### src/rtl/iccm_loader_pkg.sv
// rtl/iccm_loader_pkg.sv - shared types and constants for the ICCM UART boot loader
package iccm_loader_pkg;

    // Frame parser states
    typedef enum logic [2:0] {
        ST_IDLE,
        ST_LEN_LO,
        ST_LEN_HI,
        ST_DATA,
        ST_CHK,
        ST_DONE,
        ST_ERR
    } ld_state_e;

    // UART receiver bit-level states
    typedef enum logic [1:0] {
        RX_IDLE,
        RX_START,
        RX_DATA,
        RX_STOP
    } rx_state_e;

    localparam logic [7:0] SYNC_BYTE_DEFAULT = 8'hA5;
    localparam int         LEN_W             = 16;

endpackage

### src/rtl/iccm_loader_uart_rx.sv
// rtl/iccm_loader_uart_rx.sv - 8N1 UART byte receiver with input synchroniser
module iccm_loader_uart_rx
    import iccm_loader_pkg::*;
#(
    parameter int CLKS_PER_BIT = 182
) (
    input  logic       clock,
    input  logic       reset,
    input  logic       uart_rx_i,
    output logic       rx_dv_o,
    output logic [7:0] rx_byte_o
);

    localparam int               CNT_W     = $clog2(CLKS_PER_BIT);
    localparam logic [CNT_W-1:0] HALF_LAST = CNT_W'(CLKS_PER_BIT / 2 - 1);
    localparam logic [CNT_W-1:0] BIT_LAST  = CNT_W'(CLKS_PER_BIT - 1);

    logic             sync1_q;
    logic             sync2_q;
    logic             prev_q;
    rx_state_e        state_q;
    logic [CNT_W-1:0] cnt_q;
    logic [2:0]       bit_q;
    logic [7:0]       shift_q;
    logic             dv_q;

    // Two-flop synchroniser plus one delayed copy for falling-edge detection
    always_ff @(posedge clock) begin
        if (reset) begin
            sync1_q <= 1'b1;
            sync2_q <= 1'b1;
            prev_q  <= 1'b1;
        end else begin
            sync1_q <= uart_rx_i;
            sync2_q <= sync1_q;
            prev_q  <= sync2_q;
        end
    end

    // Bit FSM: confirm start at half bit, then sample each bit one period later
    always_ff @(posedge clock) begin
        if (reset) begin
            state_q <= RX_IDLE;
            cnt_q   <= '0;
            bit_q   <= '0;
            shift_q <= '0;
            dv_q    <= 1'b0;
        end else begin
            dv_q <= 1'b0;
            case (state_q)
                RX_IDLE: begin
                    if (prev_q && !sync2_q) begin
                        state_q <= RX_START;
                        cnt_q   <= '0;
                    end
                end
                RX_START: begin
                    if (cnt_q == HALF_LAST) begin
                        cnt_q   <= '0;
                        bit_q   <= '0;
                        state_q <= sync2_q ? RX_IDLE : RX_DATA;
                    end else begin
                        cnt_q <= cnt_q + 1'b1;
                    end
                end
                RX_DATA: begin
                    if (cnt_q == BIT_LAST) begin
                        cnt_q   <= '0;
                        shift_q <= {sync2_q, shift_q[7:1]};
                        if (bit_q == 3'd7) begin
                            state_q <= RX_STOP;
                        end else begin
                            bit_q <= bit_q + 1'b1;
                        end
                    end else begin
                        cnt_q <= cnt_q + 1'b1;
                    end
                end
                RX_STOP: begin
                    if (cnt_q == BIT_LAST) begin
                        cnt_q   <= '0;
                        dv_q    <= sync2_q;
                        state_q <= RX_IDLE;
                    end else begin
                        cnt_q <= cnt_q + 1'b1;
                    end
                end
                default: state_q <= RX_IDLE;
            endcase
        end
    end

    assign rx_dv_o   = dv_q;
    assign rx_byte_o = shift_q;

endmodule

### src/rtl/iccm_uart_loader.sv
// rtl/iccm_uart_loader.sv - UART boot-image parser writing ICCM words (option ICCM_LOADER_CHKSUM_EN)
module iccm_uart_loader
    import iccm_loader_pkg::*;
#(
    parameter int         ADDR_W       = 12,
    parameter int         DATA_W       = 32,
    parameter int         CLKS_PER_BIT = 182,
    parameter logic [7:0] SYNC_BYTE    = SYNC_BYTE_DEFAULT,
    parameter int         TIMEOUT_CYC  = 1_000_000
) (
    input  logic              clock,
    input  logic              reset,
    input  logic              uart_rx_i,
    output logic              we_o,
    output logic [ADDR_W-1:0] addr_o,
    output logic [DATA_W-1:0] wdata_o,
    output logic              reset_o,
    output logic              done_o,
    output logic              err_o
);

    localparam int              BPW     = DATA_W / 8;
    localparam int              BI_W    = (BPW > 1) ? $clog2(BPW) : 1;
    localparam logic [BI_W-1:0] BI_LAST = BI_W'(BPW - 1);
    localparam int              TO_W    = $clog2(TIMEOUT_CYC + 1);
    localparam logic [TO_W-1:0] TO_LAST = TO_W'(TIMEOUT_CYC - 1);
    localparam logic [63:0]     DEPTH   = 64'd1 << ADDR_W;

    logic              rx_dv;
    logic [7:0]        rx_byte;

    ld_state_e         state_q;
    logic [LEN_W-1:0]  len_q;
    logic [LEN_W-1:0]  idx_q;
    logic [BI_W-1:0]   bidx_q;
    logic [DATA_W-1:0] word_q;
    logic [TO_W-1:0]   idle_q;
    logic              we_q;
    logic [ADDR_W-1:0] addr_q;
    logic [DATA_W-1:0] wdata_q;
    logic              rst_q;
    logic              done_q;
    logic              err_q;
`ifdef ICCM_LOADER_CHKSUM_EN
    logic [7:0]        sum_q;
`endif

    logic [LEN_W-1:0]  len_d;
    logic [DATA_W-1:0] word_full;
    logic              in_frame;
    logic              timeout_hit;

    iccm_loader_uart_rx #(
        .CLKS_PER_BIT(CLKS_PER_BIT)
    ) u_rx (
        .clock    (clock),
        .reset    (reset),
        .uart_rx_i(uart_rx_i),
        .rx_dv_o  (rx_dv),
        .rx_byte_o(rx_byte)
    );

    // Length as it will be once the high byte lands; last byte completes the word on top
    always_comb begin
        len_d                    = {rx_byte, len_q[7:0]};
        word_full                = word_q;
        word_full[DATA_W-8 +: 8] = rx_byte;
        in_frame                 = (state_q == ST_LEN_LO) || (state_q == ST_LEN_HI) ||
                                   (state_q == ST_DATA)   || (state_q == ST_CHK);
        timeout_hit              = in_frame && !rx_dv && (idle_q == TO_LAST);
    end

    // Inter-byte idle counter; restarts on each byte and each state change
    always_ff @(posedge clock) begin
        if (reset || !in_frame || rx_dv || timeout_hit) begin
            idle_q <= '0;
        end else begin
            idle_q <= idle_q + 1'b1;
        end
    end

    // Frame FSM with registered ICCM write port and status outputs
    always_ff @(posedge clock) begin
        if (reset) begin
            state_q <= ST_IDLE;
            len_q   <= '0;
            idx_q   <= '0;
            bidx_q  <= '0;
            word_q  <= '0;
            we_q    <= 1'b0;
            addr_q  <= '0;
            wdata_q <= '0;
            rst_q   <= 1'b1;
            done_q  <= 1'b0;
            err_q   <= 1'b0;
`ifdef ICCM_LOADER_CHKSUM_EN
            sum_q   <= '0;
`endif
        end else begin
            we_q <= 1'b0;
            if (timeout_hit) begin
                state_q <= ST_ERR;
                rst_q   <= 1'b1;
                err_q   <= 1'b1;
            end else if (rx_dv) begin
                case (state_q)
                    ST_IDLE, ST_DONE, ST_ERR: begin
                        if (rx_byte == SYNC_BYTE) begin
                            state_q <= ST_LEN_LO;
                            rst_q   <= 1'b1;
                            done_q  <= 1'b0;
                            err_q   <= 1'b0;
`ifdef ICCM_LOADER_CHKSUM_EN
                            sum_q   <= '0;
`endif
                        end
                    end
                    ST_LEN_LO: begin
                        len_q[7:0] <= rx_byte;
                        state_q    <= ST_LEN_HI;
                    end
                    ST_LEN_HI: begin
                        len_q <= len_d;
                        if ({{(64-LEN_W){1'b0}}, len_d} > DEPTH) begin
                            state_q <= ST_ERR;
                            rst_q   <= 1'b1;
                            err_q   <= 1'b1;
                        end else if (len_d == '0) begin
`ifdef ICCM_LOADER_CHKSUM_EN
                            state_q <= ST_CHK;
`else
                            state_q <= ST_DONE;
                            rst_q   <= 1'b0;
                            done_q  <= 1'b1;
`endif
                        end else begin
                            state_q <= ST_DATA;
                            idx_q   <= '0;
                            bidx_q  <= '0;
                        end
                    end
                    ST_DATA: begin
`ifdef ICCM_LOADER_CHKSUM_EN
                        sum_q <= sum_q + rx_byte;
`endif
                        if (bidx_q == BI_LAST) begin
                            we_q    <= 1'b1;
                            addr_q  <= ADDR_W'(idx_q);
                            wdata_q <= word_full;
                            bidx_q  <= '0;
                            idx_q   <= idx_q + 1'b1;
                            if (idx_q == len_q - 1'b1) begin
`ifdef ICCM_LOADER_CHKSUM_EN
                                state_q <= ST_CHK;
`else
                                state_q <= ST_DONE;
                                rst_q   <= 1'b0;
                                done_q  <= 1'b1;
`endif
                            end
                        end else begin
                            word_q[{bidx_q, 3'b000} +: 8] <= rx_byte;
                            bidx_q                        <= bidx_q + 1'b1;
                        end
                    end
`ifdef ICCM_LOADER_CHKSUM_EN
                    ST_CHK: begin
                        if (rx_byte == sum_q) begin
                            state_q <= ST_DONE;
                            rst_q   <= 1'b0;
                            done_q  <= 1'b1;
                        end else begin
                            state_q <= ST_ERR;
                            rst_q   <= 1'b1;
                            err_q   <= 1'b1;
                        end
                    end
`endif
                    default: state_q <= ST_IDLE;
                endcase
            end
        end
    end

    assign we_o    = we_q;
    assign addr_o  = addr_q;
    assign wdata_o = wdata_q;
    assign reset_o = rst_q;
    assign done_o  = done_q;
    assign err_o   = err_q;

endmodule

### config.mk
export PLATFORM = sky130hd
export DESIGN_NAME = iccm_uart_loader
export DESIGN_NICKNAME = d
export VERILOG_FILES = /design/src/rtl/iccm_loader_pkg.sv /design/src/rtl/iccm_loader_uart_rx.sv /design/src/rtl/iccm_uart_loader.sv
export SDC_FILE = /design/constraint.sdc
export NUM_CORES = 1
export LEC_CHECK = 0
export ABC_CLOCK_PERIOD_IN_PS = 2300
export CORE_ASPECT_RATIO = 1.5
export CORE_MARGIN = 2
export CORE_UTILIZATION = 53
export CTS_BUF_LIST = sky130_fd_sc_hd__clkbuf_16
export DETAILED_ROUTE_END_ITERATION = 16
export GPL_ROUTABILITY_DRIVEN = 0
export GPL_TIMING_DRIVEN = 0
export PLACE_DENSITY = 0.75
export RECOVER_POWER = 25
export SYNTH_ARGS = -nofsm -noshare
export SYNTH_HDL_FRONTEND = slang
export SYNTH_HIERARCHICAL = 1
export SYNTH_SLANG_ARGS = --single-unit
export TNS_END_PERCENT = 20
### constraint.sdc
create_clock -name clock -period 2.3 [get_ports clock]
set_input_delay 0.46 -clock clock [delete_from_list [all_inputs] [get_ports clock]]
set_output_delay 0.46 -clock clock [all_outputs]
set_load 0.1 [all_outputs]
Word-level counts from Yosys, hierarchy flattened:

Index checks and enable logic that the tools add are counted.

* $add $sub $neg: 7
* $lt $le $gt $ge: 1
* equality and inequality tests: 33
* shift-type cells: 2
* mux-type cells: 49
* bitwise gates (word level): 6
* reduce and logical (&&, ||, !) cells: 39

Operators by type and width (count)
* two-way mux 16 bit: 3
* bitwise mux 32 bit: 1
* one-hot mux 16 bit (2 select lines): 1
* variable shift 8 x 7 -> 32 bit, first input constant: 1
* indexed part select 8 x 7 -> 32 bit: 1
* two-way mux 3 bit: 10
* two-way mux 8 bit: 3
* one-hot mux 8 bit (3 select lines): 1
* AND reduction 4 bit: 6
* adder 20 x 1 -> 20 bit, second input constant: 1
* equality test 20 bit, second input constant: 1
* two-way mux 2 bit: 9
* adder 16 x 1 -> 16 bit, second input constant: 1
* equality test 16 bit: 1
* equality test 8 bit, second input constant: 2
* > comparator 16 x 13 -> 1 bit, second input constant: 1
* zero test 16 bit: 1
* != test 2 x 1 -> 1 bit, second input constant: 8
* subtractor 16 x 1 -> 16 bit, second input constant: 1
* two-way mux 1 bit: 14
* equality test 3 bit, second input constant: 4
* one-hot mux 3 bit (4 select lines): 1
* AND reduction 6 bit: 2
* AND reduction 5 bit: 2
* 32 further kinds: 61

* register bits: 162
* input bits: 3
* output and inout port bits: 48

Longest topological paths before layout:

Gate-level depths: netlist (run 1).

* depth after elaboration: 8
* mapped depth: 11
* mapped depth without buffers: 9

By module:

Netlist (run 1), hierarchy kept.

By module, submodules not included
* iccm_uart_loader: instances 1, cells each 741, area each 5834.3 um2, seq. area each 2582.5 um2
* iccm_loader_uart_rx: instances 1, cells each 132, area each 1244.9 um2, seq. area each 500.5 um2

Worst setup path before layout (run 1):

No wires, ideal clock.

* kind: flip-flop to flip-flop
* start: reg len_q[0]
* end: reg idx_q[14]
* data arrival time: 2383 ps
* path slack: -205 ps
* cell stages (with the launch flop): 12
* cell sequence: dfxtp_1 -> clkbuf_1 -> inv_1 -> ha_1 -> or4b_1 -> o41ai_4 -> a2111oi_2 -> a211oi_2 -> buf_2 -> a21o_1 -> buf_4 -> a21oi_1

* word-level cells in the longest chain between the ends: 3
* elaborated cells on any way between the ends: 5
* those cells by class: 1 x order compare; 2 x eq/ne; 2 x reduce/logical

RTL lines
* start: declaration: RTL line iccm_uart_loader.sv:33 `logic [LEN_W-1:0] len_q;`
* start signal: assignment: RTL line iccm_uart_loader.sv:119 `len_q[7:0] <= rx_byte;`
* start signal: assignment: RTL line iccm_uart_loader.sv:123 `len_q <= len_d;`
* > comparator 16 x 13 -> 1 bit or zero test 16 bit (tied branches): RTL line iccm_uart_loader.sv:124, iccm_uart_loader.sv:128
* != test 2 bit (no source line)
* AND reduction 6 bit (no source line) *
* end signal: assignment: RTL line iccm_uart_loader.sv:151 `idx_q <= idx_q + 1'b1;`
* end: declaration: RTL line iccm_uart_loader.sv:34 `logic [LEN_W-1:0] idx_q;`

Every way passes the cells marked *; elsewhere a longest branch is shown, timed or not.
A chain may end at the register's enable or synchronous reset.

Worst setup path after layout (run 1):

* start: reg len_q[5]
* end: reg idx_q[12]

Same word-level chain as after synthesis.

==> qor.tcl, run 1 <==
set qor(start_util) 0.544
set qor(via_count) 6443
set qor(synth_top_flop_cell) {dfxtp_1}
set qor(timing.hold.worst.class) {register to register}
set qor(synth.largest_area_cell) {dfxtp_1}
set qor(cts-root-buf) {clkbuf_16}
set qor(synth_warnings) 6
set qor(synthesized_cell_area_um2) 7080
set qor(finish.net_count) 968
set qor(drt-met1-wl_um) 7050
set qor(cts_sinks) 154
set qor(critPathCaptureType) {register}
set qor(top_signal_layer_used) {met4}
set qor(synth_cells) 873
set qor(finalHoldViolations) 0
set qor(synth_commonest_cells) {nand2_1, dfxtp_1, a21oi_1}
set qor(timing.max_slew.rel_slack) 0.341
set qor(static-leakage-power_nw) 3.28
set qor(clock.fmax_ghz) 0.389
set qor(route.final.wire_length_um) 17800
set qor(ordered_cell_list_for_the_critical_path) {or4_4 > o41ai_4 > a2111oi_4 > a211oi_2 > buf_4 > nand3_4 > or3_4 > a21oi_2}
set qor(cts_buffers) 17
set qor(n_antenna_cell) 0
set qor(die_w_um) 98.4
set qor(async_reset_ff_frac) 0
set qor(first_global_vias) 5985
set qor(grt_start_max_net_pins) 17
set qor(grt_setup_unrepaired) {yes}
set qor(vias_per_cell) 5.74
set qor(worst_ep_arrival_time_ns) 2.93
set qor(crit_fanout) 6
set qor(synth_edf_count) 0
set qor(placeableCoreArea_um2) 13000
set qor(final-max-slew-violation-count) 0
set qor(worst_ep_required_time_ns) 2.66
set qor(detailroute.wirelength.met2_um) 9270
set qor(io_buffer_count) 49
set qor(grt_pass1_wl_um) 28500
set qor(detail_route.first_pass.iterations) 5
set qor(power_density_nw_per_um2) 641
set qor(finalInstanceArea_um2) 8630
set qor(ant_nets) 0
set qor(grt-ovfl-total) 0
set qor(synth.distinct_cells) 69
set qor(ctsHtreeMaxLevel) 4
set qor(n_fill_cell) 1123
set qor(dp_worst_setup_slack_ns) -0.636
set qor(area_growth_syn_to_layout_pct) 21.9
set qor(fin_worst_skew_ns) 0.00890
set qor(synth_fp_nets) 890
set qor(worst-setup-path-type) {register to register}
set qor(totalNegativeSetupSlack_ns) -5.20
set qor(slowest_stage) {or4_4}
set qor(worst_slack_ns) -0.273
set qor(grt_use_total) 0.241
set qor(dr_wl_met3_um) 894
set qor(outcome) {finished, violations left}
set qor(cts.clk_slew.worst_paths_ns) 0.07
set qor(irDropWorstVdd_v) 0.000445
set qor(violations) {setup timing}
set qor(cpPeakStageDelay_ns) 0.58
set qor(drt_iter0_drc) 415
set qor(finalSetupViolations) 33
set qor(min_hold_slack_ns) 0.407
set qor(seq_area_frac_synth) 0.435
set qor(drcViolationCount) 0
set qor(clkLatencyLatePin_ns) 0.42
set qor(worst_pin_slew_ns) 0.992
set qor(place.detailed.instances) 1081
set qor(synthMostInstantiatedCell) {nand2_1}
set qor(wl_cell_um) 15.8
set qor(cp-start-kind) {register}
set qor(cts.path.max_buffers) 2
set qor(tritoncts) {built}
set qor(dpl_hpwl_um) 11700
set qor(finalCriticalPeriod_ns) 2.57
set qor(placementRows) 51
set qor(fin_cells) 1123
set qor(avgSynthCellArea_um2) 8.11
set qor(finalCoreUtilization) 0.663
set qor(post_route_cells_drive_above_1_share) 0.119
set qor(num_io_pins) 51
set qor(synth_top_cell_area_share) 0.435
set qor(totalPowerFinal_mw) 5.53
set qor(placement.cell_area_um2) 7790
set qor(die_h_um) 146
set qor(number_of_antenna_violations_at_the_first_check_in_global_routing) 0
set qor(ys_ff_latch) 154
set qor(die_area_um2) 14300
set qor(synth.area.top_cells) {dfxtp_1, nand2_1, a21oi_1, nor2_1, xor2_1}
set qor(maxCapViolations) 0
set qor(period_share) 1.12
==> worst paths after layout <==
check | from | end | slack [ns] | depth (start not counted)
setup / recovery | len_q[5] | idx_q[12] | -0.27 | 8
hold / removal | u_rx/sync1_q | u_rx/sync2_q | 0.41 | 1
hold reg to reg | u_rx/sync1_q | u_rx/sync2_q | 0.41 | 1
setup reg to reg | len_q[5] | idx_q[12] | -0.27 | 8
==> timing repair <==
action | 4_1_cts | 5_1_grt
setup endpoints to repair | 149 | 95
resized for setup | 85 | 38
pin swaps | 9 | 22
hold buffers | 0 | 0
endpoints found under the hold margin | 0 | 0
buffers inserted | 7 | 10
==> sequential cells by signal, summed over array words and instances, names as in the netlist, 2 cells and up, named ones only <==
name / cells
u_rx/bit_q: 3
idle_q: 20
state_q: 3
len_q: 16
idx_q: 16
wdata_o: 32
bidx_q: 2
u_rx/rx_byte_o: 8
u_rx/cnt_q: 8
addr_o: 12
word_q: 24
==> placed cells by master (no fill, tap or decap), drive strengths merged, types with 3 or more instances in the layout <==
| cell type | n |
|---|---|
| nand2 | 182 |
| dfxtp | 154 |
| a21oi | 110 |
| nor2 | 67 |
| clkbuf | 56 |
| dlygate4sd2 | 48 |
| nand3 | 46 |
| xor2 | 28 |
| inv | 24 |
| buf | 22 |
| o21ai | 19 |
| xnor2 | 17 |
| nor3 | 16 |
| nand4 | 15 |
| ha | 14 |
| and3 | 13 |
| mux2i | 12 |
| nor2b | 11 |
| or3 | 8 |
| a211oi | 8 |
| nor3b | 7 |
| o22ai | 6 |
| or2 | 6 |
| nand2b | 5 |
| or4 | 5 |
| nor4 | 5 |
| and2 | 4 |
| o21a | 4 |
| a21o | 4 |
| nor4b | 4 |
| clkinv | 4 |
| nor4bb | 3 |
| o31a | 3 |
| a21boi | 3 |
==> report_power, final <==
part	switching, mW	internal (mW)
sequential	0.0111	2.67
combinational	0.0781	0.0270
clock	1.21	1.53
==> kinds of logic (layout without fill, tap and decap cells) <==
kind of cell / count (synthesis) / after routing / synth area share
flops: 154 / 154 / 0.435
simple gates: 410 / 410 / 0.279
compound gates: 173 / 173 / 0.148
mux: 12 / 12 / 0.0170
fa+ha+maj: 14 / 14 / 0.0247
buf+inv: 65 / 156 / 0.0408
xor+xnor: 45 / 45 / 0.0557
==> layout make-up <==
type / count / area [um^2] / area share
inverters: 14 / 70.1 / 0.00812
clock buffers: 17 / 425 / 0.0493
repair buffers: 66 / 577 / 0.0668
well taps: 159 / 199 / 0.0231
multi-input cells: 654 / 3900 / 0.451
plain buffers: 44 / 208 / 0.0241
clock inverters: 15 / 151 / 0.0175
flip-flops and latches: 154 / 3100 / 0.360
==> per-layer routing <==
| layer | global-route usage | up-vias |
|---|---|---|
| li1 | - | 3153 |
| met1 | 0.266 | 3037 |
| met2 | 0.440 | 198 |
| met3 | 0.0519 | 55 |
| met4 | 0.100 | 0 |
| met5 | 0 | - |
==> critical path, delay by kind of cell, from the launching register on <==
kind	cells	cell delay, ns
buffers and inverters	1	0.19
DFF	1	0.35
AOI/OAI and AO/OA	4	0.88
and+or+nand+nor	3	1.09
Power figures use the tool's default switching activity.
==> inputs of run 2 (changes only) <==
- CELL_PAD_IN_SITES_DETAIL_PLACEMENT: unset -> 1
- CELL_PAD_IN_SITES_GLOBAL_PLACEMENT: unset -> 1
- CORE_UTILIZATION: 53 -> 40
==> run 2 against run 1 <==
Net effect: global-route usage fell by 2.1 points; maximum frequency fell by 3.2%; cell count rose by 5.1%; largest cell class unchanged; clock power fell by 5%; combinational power rose by 7%; the flow still finishes with violations (setup timing); utilization fell by 16 points; largest power group is now sequential cells; sequential share of layout area fell by 0.52 points; flip-flop and latch count did not move; highest routed layer unchanged; via count fell by 0.50%; first-iteration DRC count fell by 34%; total power fell by 2.2%.
==> qor.tcl, run 2 (synthesis results as in run 1) <==
set qor(start_util) 0.408
set qor(area.sequential_um2) 3100
set qor(totalPowerFinal_mw) 5.41
set qor(grt_start_max_net_pins) 17
set qor(area_growth_syn_to_layout_pct) 23.4
set qor(worst_ep_required_time_ns) 2.67
set qor(placement.cell_area_um2) 7860
set qor(internal-power_mw) 4.10
set qor(wl_cell_um) 17.2
set qor(timing.max_slew.rel_slack) 0.349
set qor(route.final.wire_length_um) 20300
set qor(p_sw_mw) 1.31
set qor(cts.hold.buffers_added) 0
set qor(placementRows) 59
set qor(finalCriticalPeriod_ns) 2.66
set qor(finalInstanceArea_um2) 8740
set qor(first_global_vias) 6769
set qor(vias_per_cell) 5.43
set qor(cp-start-kind) {register}
set qor(number_of_antenna_violations_at_the_first_check_in_global_routing) 0
set qor(clkLatencyLatePin_ns) 0.44
set qor(path_delay_family) {simple AND/OR/NAND/NOR gates}
set qor(cts_buffers) 17
set qor(finalHoldViolations) 0
set qor(ordered_cell_list_for_the_critical_path) {inv_4 > ha_4 > or4b_4 > o41ai_4 > a2111oi_4 > a211oi_2 > buf_4 > nand3_4 > or3_4 > a21oi_2}
set qor(min_hold_slack_ns) 0.410
set qor(fraction_of_power_consumed_by_combinational_cells) 0.021
set qor(n_antenna_cell) 0
set qor(ctsHtreeMaxLevel) 4
set qor(final-max-slew-violation-count) 0
set qor(drcViolationCount) 0
set qor(largest_reg_flops) 32
set qor(tritoncts) {built}
set qor(dpl_hpwl_um) 13900
set qor(io_buffer_count) 49
set qor(fin_worst_skew_ns) 0.0145
set qor(mostFrequentLayoutCell) {nand2_1}
set qor(finish.net_count) 971
set qor(power_density_nw_per_um2) 620
set qor(swShare) 0.242
set qor(die_area_um2) 18800
set qor(violations) {setup timing}
set qor(period_share) 1.16
set qor(finalSetupViolations) 63
set qor(static-leakage-power_nw) 3.30
set qor(cts_sinks) 154
set qor(grt_pass1_wl_um) 33400
set qor(clock.fmax_ghz) 0.376
set qor(critPathCaptureType) {register}
set qor(slowest_stage) {or4b_4}
set qor(worst_r2r_startpoint) {len_q[0]}
set qor(placeableCoreArea_um2) 17300
set qor(grt_setup_unrepaired) {yes}
set qor(cpPeakStageDelay_ns) 0.48
set qor(maxCapViolations) 0
set qor(detail_route.first_pass.iterations) 4
set qor(outcome) {finished, violations left}
set qor(place.detailed.instances) 1135
set qor(drt_iter0_drc) 272
set qor(multi_input_comb_area_um2) 3930
set qor(die_h_um) 167
set qor(ant_nets) 0
set qor(relative_contribution_of_sequential_cells_to_total_power) 0.496
set qor(fin_cells) 1180
set qor(crit_fanout) 6
set qor(grt_use_total) 0.220
set qor(post_route_cells_drive_above_1_share) 0.130
set qor(via_count) 6411
set qor(timing.hold.worst.class) {register to register}
set qor(grt-ovfl-total) 0
set qor(die_w_um) 113
set qor(worst_ep_arrival_time_ns) 3.02
set qor(n_fill_cell) 2095
set qor(timing.critical_path.from) {len_q[0]}
set qor(clock_power_share) 0.484
set qor(most-common-layout-cells) {nand2_1, dfxtp_1, a21oi_1, nor2_1, dlygate4sd2_1}
set qor(cts-root-buf) {clkbuf_16}
set qor(holdCritStartpoint) {u_rx/sync1_q}
set qor(irDropWorstVdd_v) 0.000346
set qor(worst_pin_slew_ns) 0.980
set qor(cts.clk_slew.worst_paths_ns) 0.06
set qor(totalNegativeSetupSlack_ns) -6.08
set qor(num_io_pins) 51
set qor(critical_path_buf_inv_count) 2
set qor(worst_slack_ns) -0.359
set qor(cts.path.max_buffers) 2
set qor(worst-setup-path-type) {register to register}
[run 2: through the flow]
step | setup slack (ns) | util
final | -0.359 | 0.504
after global placement | -0.729 | 0.453
after floorplan | -0.0812 | -
after CTS | -0.393 | 0.489
after global routing | -0.417 | 0.504
after detailed placement | -0.735 | 0.453
[run 2: area by class of cell]
class / instances / share of cell area
multi-input cells: 654 / 0.450
flip-flops and latches: 154 / 0.354
repair buffers: 67 / 0.0682
clock buffers: 17 / 0.0487
well taps: 213 / 0.0305
plain buffers: 46 / 0.0276
clock inverters: 15 / 0.0130
inverters: 14 / 0.00802
[run 2: layer usage]
layer / global-route usage / share of wire / up-vias / wire length, um
li1: - / - / 3153 / -
met1: 0.239 / 0.40 / 3133 / 8150
met2: 0.409 / 0.54 / 82 / 11000
met3: 0.0378 / 0.028 / 43 / 570
met4: 0.0981 / 0.031 / 0 / 626
met5: 0 / 0 / - / 0
[run 2: power groups by stage]
stage	registers, mW	logic (mW)	clock network [mW]
2_1_floorplan	2.74	0.0724	0
3_3_place_gp	2.75	0.107	0
3_5_place_dp	2.75	0.108	0
4_1_cts	2.68	0.109	2.68
5_1_grt	2.68	0.126	2.79
6_report	2.68	0.112	2.62
[run 2: worst paths after layout]
check,end,slack (ns),depth (start not counted)
max,idx_q[10],-0.36,10
min,u_rx/sync2_q,0.41,1
max reg2reg,idx_q[10],-0.36,10
min reg2reg,u_rx/sync2_q,0.41,1
[run 2: what timing repair did]
item                       4_1_cts  5_1_grt
pin swaps                        8       16
setup endpoints to repair      160       99
buffers inserted                 7       10
resized for setup               88       51
gates cloned                     0        1
==> inputs of run 3 (changes only) <==
- RECOVER_POWER: 25 -> unset
==> run 3 against run 2 <==
Net effect: the flow still finishes with violations (setup timing); routed wire length decreased by 0.27%; setup slack got worse by 0.0024 ns; non-clock buffer count unchanged; via count increased by 0.30%; critical path depth unchanged; total power about the same; combinational power about the same; count of clock-buffer cells in the layout unchanged; die area unchanged; flip-flop and latch count unchanged; global-route usage unchanged.
==> qor.tcl, run 3 (synthesis results as in run 1) <==
set qor(outcome) {finished, violations left}
set qor(violations) {setup timing}
set qor(worst_ep_arrival_time_ns) 3.02
set qor(n_antenna_cell) 0
set qor(placeableCoreArea_um2) 17300
set qor(cts.path.max_buffers) 2
set qor(placementRows) 59
set qor(largest_reg_flops) 32
set qor(p_sw_mw) 1.31
set qor(worst-setup-path-type) {register to register}
set qor(start_util) 0.408
set qor(internal-power_mw) 4.11
set qor(cts_buffers) 17
set qor(first_global_vias) 6769
set qor(vias_per_cell) 5.45
set qor(clock.fmax_ghz) 0.376
set qor(finalHoldViolations) 0
set qor(irDropWorstVdd_v) 0.000347
set qor(tritoncts) {built}
set qor(worst_slack_ns) -0.361
set qor(grt_setup_unrepaired) {yes}
set qor(grt_start_max_net_pins) 17
set qor(timing.hold.worst.class) {primary input to register}
set qor(clock_power_share) 0.483
set qor(static-leakage-power_nw) 3.30
set qor(cpPeakStageDelay_ns) 0.48
set qor(path_delay_family) {simple AND/OR/NAND/NOR gates}
set qor(route.final.wire_length_um) 20300
set qor(cts.clk_slew.worst_paths_ns) 0.06
set qor(worst_pin_slew_ns) 0.980
set qor(finish.net_count) 971
set qor(finalCriticalPeriod_ns) 2.66
set qor(cp-start-kind) {register}
set qor(ctsHtreeMaxLevel) 4
set qor(via_count) 6430
set qor(die_area_um2) 18800
set qor(finalCoreUtilization) 0.506
set qor(die_h_um) 167
set qor(fin_cells) 1180
set qor(critical_path_buf_inv_count) 2
set qor(most-common-layout-cells) {nand2_1, dfxtp_1, a21oi_1, nor2_1, dlygate4sd2_1}
set qor(ant_nets) 0
set qor(post_route_cells_drive_above_1_share) 0.137
set qor(number_of_antenna_violations_at_the_first_check_in_global_routing) 0
set qor(mostFrequentLayoutCell) {nand2_1}
set qor(final-max-slew-violation-count) 0
set qor(fin_worst_skew_ns) 0.0148
set qor(slowest_stage) {or4b_4}
set qor(place.detailed.instances) 1135
set qor(fraction_of_power_consumed_by_combinational_cells) 0.021
set qor(relative_contribution_of_sequential_cells_to_total_power) 0.496
set qor(io_buffer_count) 49
set qor(die_w_um) 113
set qor(clkLatencyLatePin_ns) 0.43
set qor(cts_sinks) 154
set qor(crit_fanout) 6
set qor(drt_iter0_drc) 213
set qor(wl_cell_um) 17.2
set qor(finalSetupViolations) 20
set qor(critPathCaptureType) {register}
set qor(ordered_cell_list_for_the_critical_path) {inv_4 > ha_4 > or4b_4 > o41ai_4 > a2111oi_4 > a211oi_2 > buf_4 > nand3_4 > or3_4 > a21oi_2}
set qor(drcViolationCount) 0
set qor(worst_ep_required_time_ns) 2.66
set qor(timing.max_slew.rel_slack) 0.349
set qor(area_growth_syn_to_layout_pct) 24.0
set qor(grt_pass1_wl_um) 33400
set qor(num_io_pins) 51
set qor(period_share) 1.16
set qor(cts-root-buf) {clkbuf_16}
set qor(swShare) 0.242
set qor(power_density_nw_per_um2) 617
set qor(grt_use_total) 0.220
set qor(dpl_hpwl_um) 13900
set qor(maxCapViolations) 0
set qor(cts.hold.buffers_added) 0
set qor(grt-ovfl-total) 0
set qor(detail_route.first_pass.iterations) 4
## run 3: layer usage
layer	vias to the layer above	GRT usage	wire, um
met5	-	0	0
met4	0	0.0981	582
met3	39	0.0378	656
met2	88	0.409	11000
met1	3149	0.239	8010
li1	3154	-	-
## run 3: timing repair
item                                    4_1_cts  5_1_grt
resized for setup                            88       51
pin swaps                                     8       16
gates cloned                                  0        1
setup buffers                                 7       10
endpoints found under the setup margin      160       99
## run 3: path summary, 6_finish.rpt
check / startpoint / endpoint / slack (ns) / cells past startpoint
max: len_q[0] / idx_q[10] / -0.36 / 10
min: reset / u_rx/sync2_q / 0.32 / 2
max reg2reg: len_q[0] / idx_q[10] / -0.36 / 10
min reg2reg: u_rx/sync1_q / u_rx/sync2_q / 0.41 / 1
## run 3: per-stage QoR
step | hold WS [ns] | power, mW | area [um^2] | TNS, ns | setup slack (ns)
after global routing | 0.343 | 5.60 | 8780 | -7.14 | -0.417
after CTS | 0.315 | 5.47 | 8480 | -5.95 | -0.393
after global placement | 0.388 | 2.85 | 7860 | -41.67 | -0.729
after detailed placement | 0.408 | 2.85 | 7860 | -48.30 | -0.735
after floorplan | 0.383 | 2.82 | 7100 | -1.06 | -0.0812
final | 0.324 | 5.41 | 8780 | -5.13 | -0.361
## run 3: power groups by stage
stage | logic [mW] | clock network [mW] | registers (mW)
2_1_floorplan | 0.0724 | 0 | 2.74
3_3_place_gp | 0.107 | 0 | 2.75
3_5_place_dp | 0.108 | 0 | 2.75
4_1_cts | 0.109 | 2.68 | 2.68
5_1_grt | 0.129 | 2.79 | 2.68
6_report | 0.115 | 2.62 | 2.68
## run 3: cell type report
type | count | area, um^2
fill | 2093 | 8570
tap | 213 | 267
multi-input combinational | 654 | 3960
clock buffer | 17 | 425
sequential | 154 | 3100
inverter | 14 | 70.1
clock inverter | 15 | 114
buffer | 46 | 251
timing repair buffer | 67 | 596
## run 3: worst register-to-register path, cell delays in order (launching register included)
cell       delay (ns)
dfxtp_4          0.35
inv_4            0.06
ha_4             0.12
or4b_4           0.48
o41ai_4          0.40
a2111oi_4        0.15
a211oi_2         0.22
buf_4            0.19
nand3_4          0.10
or3_4            0.41
a21oi_2          0.11
